[config.mk]
export PLATFORM = sky130hd
export DESIGN_NAME = branch_target_predictor
export DESIGN_NICKNAME = d
export VERILOG_FILES = /design/src/rtl/branch_target_predictor.sv
export SDC_FILE = /design/constraint.sdc
export NUM_CORES = 2
export LEC_CHECK = 0
export CAP_MARGIN = 15
export CORE_MARGIN = 2
export CORE_UTILIZATION = 40
export DETAILED_ROUTE_END_ITERATION = 6
export SETUP_SLACK_MARGIN = 0.05
export SYNTH_ARGS = -nofsm -noshare
export SYNTH_HDL_FRONTEND = slang
export SYNTH_SLANG_ARGS = --single-unit
export TNS_END_PERCENT = 5
[constraint.sdc]
create_clock -name clk -period 11.8 [get_ports clk]
set_input_delay 2.36 -clock clk [delete_from_list [all_inputs] [get_ports clk]]
set_output_delay 2.36 -clock clk [all_outputs]
set_load 0.02 [all_outputs]
[src/rtl/branch_target_predictor.sv]
// Direct-mapped branch target buffer with per-entry saturating direction counters.
// Combinational lookup for IF, single-cycle training from resolved branches, plus update/mispredict statistics.
module branch_target_predictor #(
  parameter int unsigned XLEN       = 32,
  parameter int unsigned INDEX_BITS = 6,
  parameter int unsigned CTR_BITS   = 2,
  parameter int unsigned CNT_WIDTH  = 32
) (
  input  logic                 clk,
  input  logic                 rst,
  input  logic [XLEN-1:0]      lookup_pc,
  output logic                 pred_hit,
  output logic                 pred_taken,
  output logic [XLEN-1:0]      pred_target,
  input  logic                 flush,
  input  logic                 upd_valid,
  input  logic [XLEN-1:0]      upd_pc,
  input  logic                 upd_taken,
  input  logic                 upd_is_jump,
  input  logic [XLEN-1:0]      upd_target,
  input  logic                 upd_mispredict,
  output logic [CNT_WIDTH-1:0] branch_cnt,
  output logic [CNT_WIDTH-1:0] mispred_cnt
);

  localparam int unsigned ENTRIES = 1 << INDEX_BITS;
  localparam int unsigned TAG_W   = XLEN - INDEX_BITS - 2;

  localparam logic [CTR_BITS-1:0] CTR_MAX = '1;
  localparam logic [CTR_BITS-1:0] CTR_WT  = CTR_BITS'(1) << (CTR_BITS - 1);
  localparam logic [CTR_BITS-1:0] CTR_WNT = CTR_WT - CTR_BITS'(1);

  logic [ENTRIES-1:0]  valid_q;
  logic [ENTRIES-1:0]  is_jump_q;
  logic [CTR_BITS-1:0] ctr_q    [ENTRIES];
  logic [TAG_W-1:0]    tag_q    [ENTRIES];
  logic [XLEN-1:0]     target_q [ENTRIES];

  logic [INDEX_BITS-1:0] lk_idx;
  logic [TAG_W-1:0]      lk_tag;
  logic [INDEX_BITS-1:0] u_idx;
  logic [TAG_W-1:0]      u_tag;
  logic                  u_hit;

  logic                  wr_en;
  logic                  wr_alloc;
  logic                  wr_target;
  logic [CTR_BITS-1:0]   nxt_ctr;
  logic                  nxt_jump;

  // Instructions are word aligned; the low PC bits never select or tag an entry.
  logic unused_pc_bits;

  always_comb begin
    lk_idx         = lookup_pc[INDEX_BITS+1:2];
    lk_tag         = lookup_pc[XLEN-1:INDEX_BITS+2];
    u_idx          = upd_pc[INDEX_BITS+1:2];
    u_tag          = upd_pc[XLEN-1:INDEX_BITS+2];
    unused_pc_bits = ^{lookup_pc[1:0], upd_pc[1:0]};
  end

  // Lookup reads the registered table, so a same-cycle update is seen only from the next cycle.
  always_comb begin
    pred_hit    = valid_q[lk_idx] && (tag_q[lk_idx] == lk_tag);
    pred_taken  = pred_hit && (is_jump_q[lk_idx] || ctr_q[lk_idx][CTR_BITS-1]);
    pred_target = pred_taken ? target_q[lk_idx] : lookup_pc + XLEN'(4);
  end

  always_comb begin
    u_hit     = valid_q[u_idx] && (tag_q[u_idx] == u_tag);
    wr_en     = 1'b0;
    wr_alloc  = 1'b0;
    wr_target = 1'b0;
    nxt_ctr   = ctr_q[u_idx];
    nxt_jump  = is_jump_q[u_idx];
    if (upd_valid && !flush) begin
      if (u_hit) begin
        wr_en = 1'b1;
        if (upd_is_jump) begin
          nxt_ctr   = CTR_MAX;
          nxt_jump  = 1'b1;
          wr_target = 1'b1;
        end else if (upd_taken) begin
          if (nxt_ctr != CTR_MAX) nxt_ctr = nxt_ctr + CTR_BITS'(1);
          wr_target = 1'b1;
        end else begin
          if (nxt_ctr != '0) nxt_ctr = nxt_ctr - CTR_BITS'(1);
        end
      end else if (upd_taken) begin
        wr_en     = 1'b1;
        wr_alloc  = 1'b1;
        wr_target = 1'b1;
        nxt_jump  = upd_is_jump;
        nxt_ctr   = upd_is_jump ? CTR_MAX : CTR_WT;
      end
    end
  end

  always_ff @(posedge clk or posedge rst) begin
    if (rst) begin
      valid_q   <= '0;
      is_jump_q <= '0;
      for (int unsigned i = 0; i < ENTRIES; i++) begin
        ctr_q[INDEX_BITS'(i)] <= CTR_WNT;
      end
    end else if (flush) begin
      valid_q <= '0;
    end else if (wr_en) begin
      if (wr_alloc) valid_q[u_idx] <= 1'b1;
      ctr_q[u_idx]     <= nxt_ctr;
      is_jump_q[u_idx] <= nxt_jump;
    end
  end

  // Tag and target are only meaningful behind valid, so they carry no reset.
  always_ff @(posedge clk) begin
    if (wr_en) begin
      if (wr_alloc)  tag_q[u_idx]    <= u_tag;
      if (wr_target) target_q[u_idx] <= upd_target;
    end
  end

  // Statistics count every accepted update, including one that a flush blocks from the table.
  always_ff @(posedge clk or posedge rst) begin
    if (rst) begin
      branch_cnt  <= '0;
      mispred_cnt <= '0;
    end else if (upd_valid) begin
      branch_cnt <= branch_cnt + CNT_WIDTH'(1);
      if (upd_mispredict) mispred_cnt <= mispred_cnt + CNT_WIDTH'(1);
    end
  end

endmodule

; Word-level counts from Yosys, hierarchy flattened
; Memory sizes are Yosys's and may differ from the RTL's.
; Index checks and enable logic that the tools add are counted.
[op_classes]
addsub = 5
order_cmp = 6
bitwise = 4
n_eq_ne = 3
n_mux = 50
reduce_logical = 14
[ops]
columns = op, n
row1 = 64-bit two-way mux, 3
row2 = 128-bit bitwise mux, 1
row3 = 32-bit by 1-bit adder with 32-bit output (second input constant), 2
row4 = 64-bit bitwise mux, 1
row5 = 64-bit bitwise OR, 1
row6 = 24-bit == test, 2
row7 = 32-bit by 3-bit adder with 32-bit output (second input constant), 1
row8 = 32-bit two-way mux, 1
row9 = 1-bit binary-select mux with 6-bit select, 4
row10 = 2-bit binary-select mux with 6-bit select, 2
row11 = 1-bit two-way mux, 24
row12 = 2-bit two-way mux, 12
row13 = 7-bit greater-or-equal comparator (second input constant), 2
row14 = 6-bit by 7-bit less-than comparator with 1-bit output (second input constant), 2
row15 = 6-bit NOT with 7-bit output, 2
row16 = 2-bit demux with 6-bit select, 1
row17 = 7-bit by 1-bit less-than comparator with 1-bit output (second input constant), 1
row18 = 1-bit demux with 6-bit select, 1
row19 = 6-bit by 1-bit greater-or-equal comparator with 1-bit output (second input constant), 1
row20 = 1-bit logical AND, 6
row21 = 2-bit AND reduction, 3
row22 = 2-bit nonzero test, 3
row23 = 2-bit by 1-bit adder with 2-bit output (second input constant), 1
row24 = 2-bit inequality test (second input constant), 1
row25 = 4 further kinds, 4
[totals]
in_bits = 103
mem_count = 2
mem_bits_rw = 3584
regBits = 320
[memory_table]
columns = memory, depth, word_bits, read_ports, rd_clocked_by_memory_dff, wr, line_no
row1 = target_q, 64, 32, 1, 0, 1, 37  ; logic [XLEN-1:0] target_q [ENTRIES];
row2 = tag_q, 64, 24, 2, 0, 1, 36  ; logic [TAG_W-1:0] tag_q [ENTRIES];

; Longest topological paths before layout
[depth]
ltp_word = 11
mapped_depth = 18
ltp_nobuf = 11

; Worst setup path after synthesis
; No wires, ideal clock.
[synth_timing]
path_kind = input to output
start = input port lookup_pc[2]
end = output port pred_target[10]
n_path_buf = 8
setup_slack_ns = 3.313
cell_stages = 12
arrival_time_ns = 6.127
t_required_ns = 9.440
path_cell_list = buf_2 -> buf_6 -> buf_6 -> buf_4 -> buf_4 -> buf_4 -> buf_1 -> buf_1 -> mux4_2 -> mux4_2 -> mux4_2 -> mux2_1
[synth_between]
elab_chain_len = 7
[synth_rtl]
columns = item, line_no
row1 = "start, declared", 11  ; input logic [XLEN-1:0] lookup_pc,
row2 = "parallel branches: the longest is 6 deep, another holds memory 64 x 24 bit", n/a
row3 = 32-bit two-way mux *, 66  ; pred_target = pred_taken ? target_q[lk_idx] : lookup_pc + XLEN'(4);
row4 = "end, declared", 14  ; output logic [XLEN-1:0] pred_target,
; Mark *: on every way between the ends. The select of a mux whose other input is x is not followed.

; Worst setup path after layout
[layout_timing]
start = input port lookup_pc[2]
end = output port pred_target[30]
; Same word-level chain as after synthesis.

==> out/metrics.cfg <==
[logic_synthesis]
syn_area_per_cell_um2 = 19.4
yosys_warnings = 0
synth_top_flop_cell = edfxtp_1
synth.ff_latch_count = 3904
syn_inst = 8584
synth-edff-count = 3584
netlist_area_um2 = 167000
ys_types = 79
synth.net_count = 8690
ys_async_sr_fraction_pct = 8.20
seq_area_frac_synth_pct = 69.4

[worst_setup_path]
r2r_start = valid_q[29]
cp-start-kind = input pin
regToRegEndpoint = target_q[40][29]
reg2reg_slack_ns = 5.35
cp-end-kind = primary output
cp.arrival_ns = 8.02
worst-r2r-cell-count = 13
required_ns = 9.44
crit_path_max_fanout = 66
critPathKind = in2out

[run_status]
violations = design-rule violations
outcome = finished with violations

[hold_path]
hold_end = mispred_cnt[31]
min-delay-start = mispred_cnt[31]
min_path_cells = 1
hp-class = reg2reg

[route]
ant_nets = 0
drt_wl_total_mm = 549
firstDrtPassIters = 7
via_per_inst = 6.55
top_layer_used = met5
met2_wirelength_mm = 248
dr_wl_met3_mm = 64.8
met1Wirelength_mm = 207
drt_iter0_markers = 15300
vias = 96900
avgRoutedWirePerCell_um = 37.1
drc = 4

[grt]
grt_max_degree = 126
grt_usage_pct = 25.3
globalRoute.totalOverflow = 0
grt_antenna_before_repair = 50
grt_pass1_vias = 95200
grt_pass1_wl_mm = 756

[sta]
hold_ws_ns = 0.473
fin_tns_setup_ns = 0
finalCritPeriodShare_pct = 87.9
finalHoldViolations = 0
rsz0062_at_grt = false
timing.fmax_mhz = 96.4
worst_slew_margin_rel_pct = 8.91
setup_viol = 0
period_minus_slack_ns = 10.38
skew_ns = 0.0970
final_max_slew_viol_count = 0
worst_pin_slew_ns = 1.36

[final_layout]
area_growth_pct = 14.3
most-common-layout-cells = edfxtp_1, mux4_2, clkbuf_16
final_common_cell = edfxtp_1
seq_area_um2 = 116000
fillCellCount = 34600
multiInputGateArea_um2 = 48800
drive_above_1_share_pct = 28.4
nets = 9011

[clock_tree]
clockBufferDepth = 4
clock_latency_ns = 1.02
path_clk_slew_ns = 0.06
clock-root-buffer = clkbuf_16
postCtsSetupBuffers = 0
hold_buffers = 0
post_cts_resized = 0
cts_tree = yes
clkSinkCount = 3904
cts-htree-levels = 5
numCtsBuffers = 405

[floorplanning]
core_um2 = 416000
die-area_um2 = 422000
io-pin-count = 201
die_w_um = 649
die_h_um = 649
initial_core_util_pct = 40.1
num_rows = 237

[power]
vdd_drop_max_v = 0.000136
powerDensity_nw_per_um2 = 160
p_leak_uw = 0.0605

[placed_design]
gp_congestion = 0.934
portBuffers = 198
post-dp-hpwl_mm = 308

[flow_run]
maxCapViolCount = 0

==> per-layer routing <==
layer,up-vias,global-route usage [%]
met5,-,0.0113
met4,18,12.0
met3,1279,6.86
met2,6629,38.5
met1,51800,34.0
li1,37200,-
==> area by class of cell <==
cell class | instances | share of cell area (%)
antenna | 35 | 0.0460
clock buffer | 509 | 5.64
tap | 5497 | 3.61
timing repair buffer | 562 | 2.82
sequential | 3904 | 60.8
inverter | 51 | 0.107
multi-input combinational | 3981 | 25.6
clock inverter | 242 | 1.36
==> cells by family (layout without fill, tap and decap cells) <==
logic type,after synthesis,in the layout,share of synthesized area [%]
muxes,1681,1681,19.3
xor gates and xnor gates,137,137,0.720
other,0,35,0
DFF,3904,3904,69.4
AOI/OAI and AO/OA,1277,1277,5.93
buffers and inverters,699,1364,1.93
and+or+nand+nor,882,882,2.71
adders and majority gates,4,4,0.0285
==> critical path: stages <==
cell	delay, ns
buf_16	0.35
buf_12	0.36
mux4_2	0.56
mux4_2	0.48
mux2_2	0.29
nand2_1	0.06
o21ai_0	0.29
xnor2_1	0.64
and4_1	0.28
nor4bb_1	0.23
nand4_1	0.27
buf_4	0.35
mux2_1	0.47
clkdlybuf4s50_1	0.67
==> sequential cells by signal (all words and copies together), names as in the netlist <==
name	flops
branch_cnt	32
ctr_q	128
is_jump_q	64
mispred_cnt	32
tag_q	1536
target_q	2048
valid_q	64
==> synthesized netlist by cell type, drive strengths merged, types with 10 or more instances <==
master | n | area, µm²
o22a | 179 | 1570
nor4 | 17 | 113
edfxtp | 3584 | 108000
nand3 | 39 | 195
nand4 | 42 | 263
dfrtp | 256 | 6410
nand2b | 55 | 344
dfstp | 64 | 1680
nor2 | 286 | 1070
a22oi | 124 | 945
xor2 | 41 | 359
a32oi | 31 | 272
and2 | 33 | 208
a21oi | 136 | 684
inv | 51 | 191
nor2b | 38 | 238
buf | 345 | 1880
and3 | 29 | 181
o22ai | 175 | 1090
xnor2 | 96 | 841
a22o | 36 | 315
mux2 | 122 | 1370
clkbuf | 303 | 1140
a2bb2oi | 65 | 569
nand2 | 195 | 732
mux4 | 1207 | 27200
a211oi | 34 | 255
a221oi | 144 | 1260
o21ai | 70 | 350
o31ai | 33 | 248
nor3 | 100 | 796
a2111oi | 10 | 87.6
a31oi | 28 | 175
a221o | 151 | 1510
mux2i | 352 | 3520
==> stage by stage <==
step	util [%]	setup WS, ns	cells	total power, µW	area (µm²)
after floorplan	-	0.690	8584	16800	167000
after global placement	42.4	1.41	14000	17700	176000
after detailed placement	42.4	1.61	14000	17800	176000
after CTS	45.7	1.61	14700	30600	190000
after global routing	45.8	1.50	14800	31300	190000
final	45.8	1.42	14800	30500	190000
==> worst max path at each step <==
| stage | startpoint | endpoint | slack, ns | cells past startpoint |
|---|---|---|---|---|
| after floorplan | rst | branch_cnt[0] | 0.69 | 1 |
| after global routing | lookup_pc[2] | pred_target[30] | 1.50 | 12 |
| after CTS | lookup_pc[2] | pred_target[30] | 1.61 | 14 |
| final | lookup_pc[2] | pred_target[30] | 1.42 | 14 |
| after global placement | upd_pc[7] | target_q[40][14] | 1.41 | 12 |
| after detailed placement | lookup_pc[2] | pred_target[30] | 1.61 | 14 |
==> report_power, final <==
group          internal (µW)  switching, µW  total, µW
Clock                   7450           5500      12900
Combinational            851           1390       2240
Sequential             15200           85.5      15300
Total                  23500           6970      30500
Power figures use the tool's default switching activity.
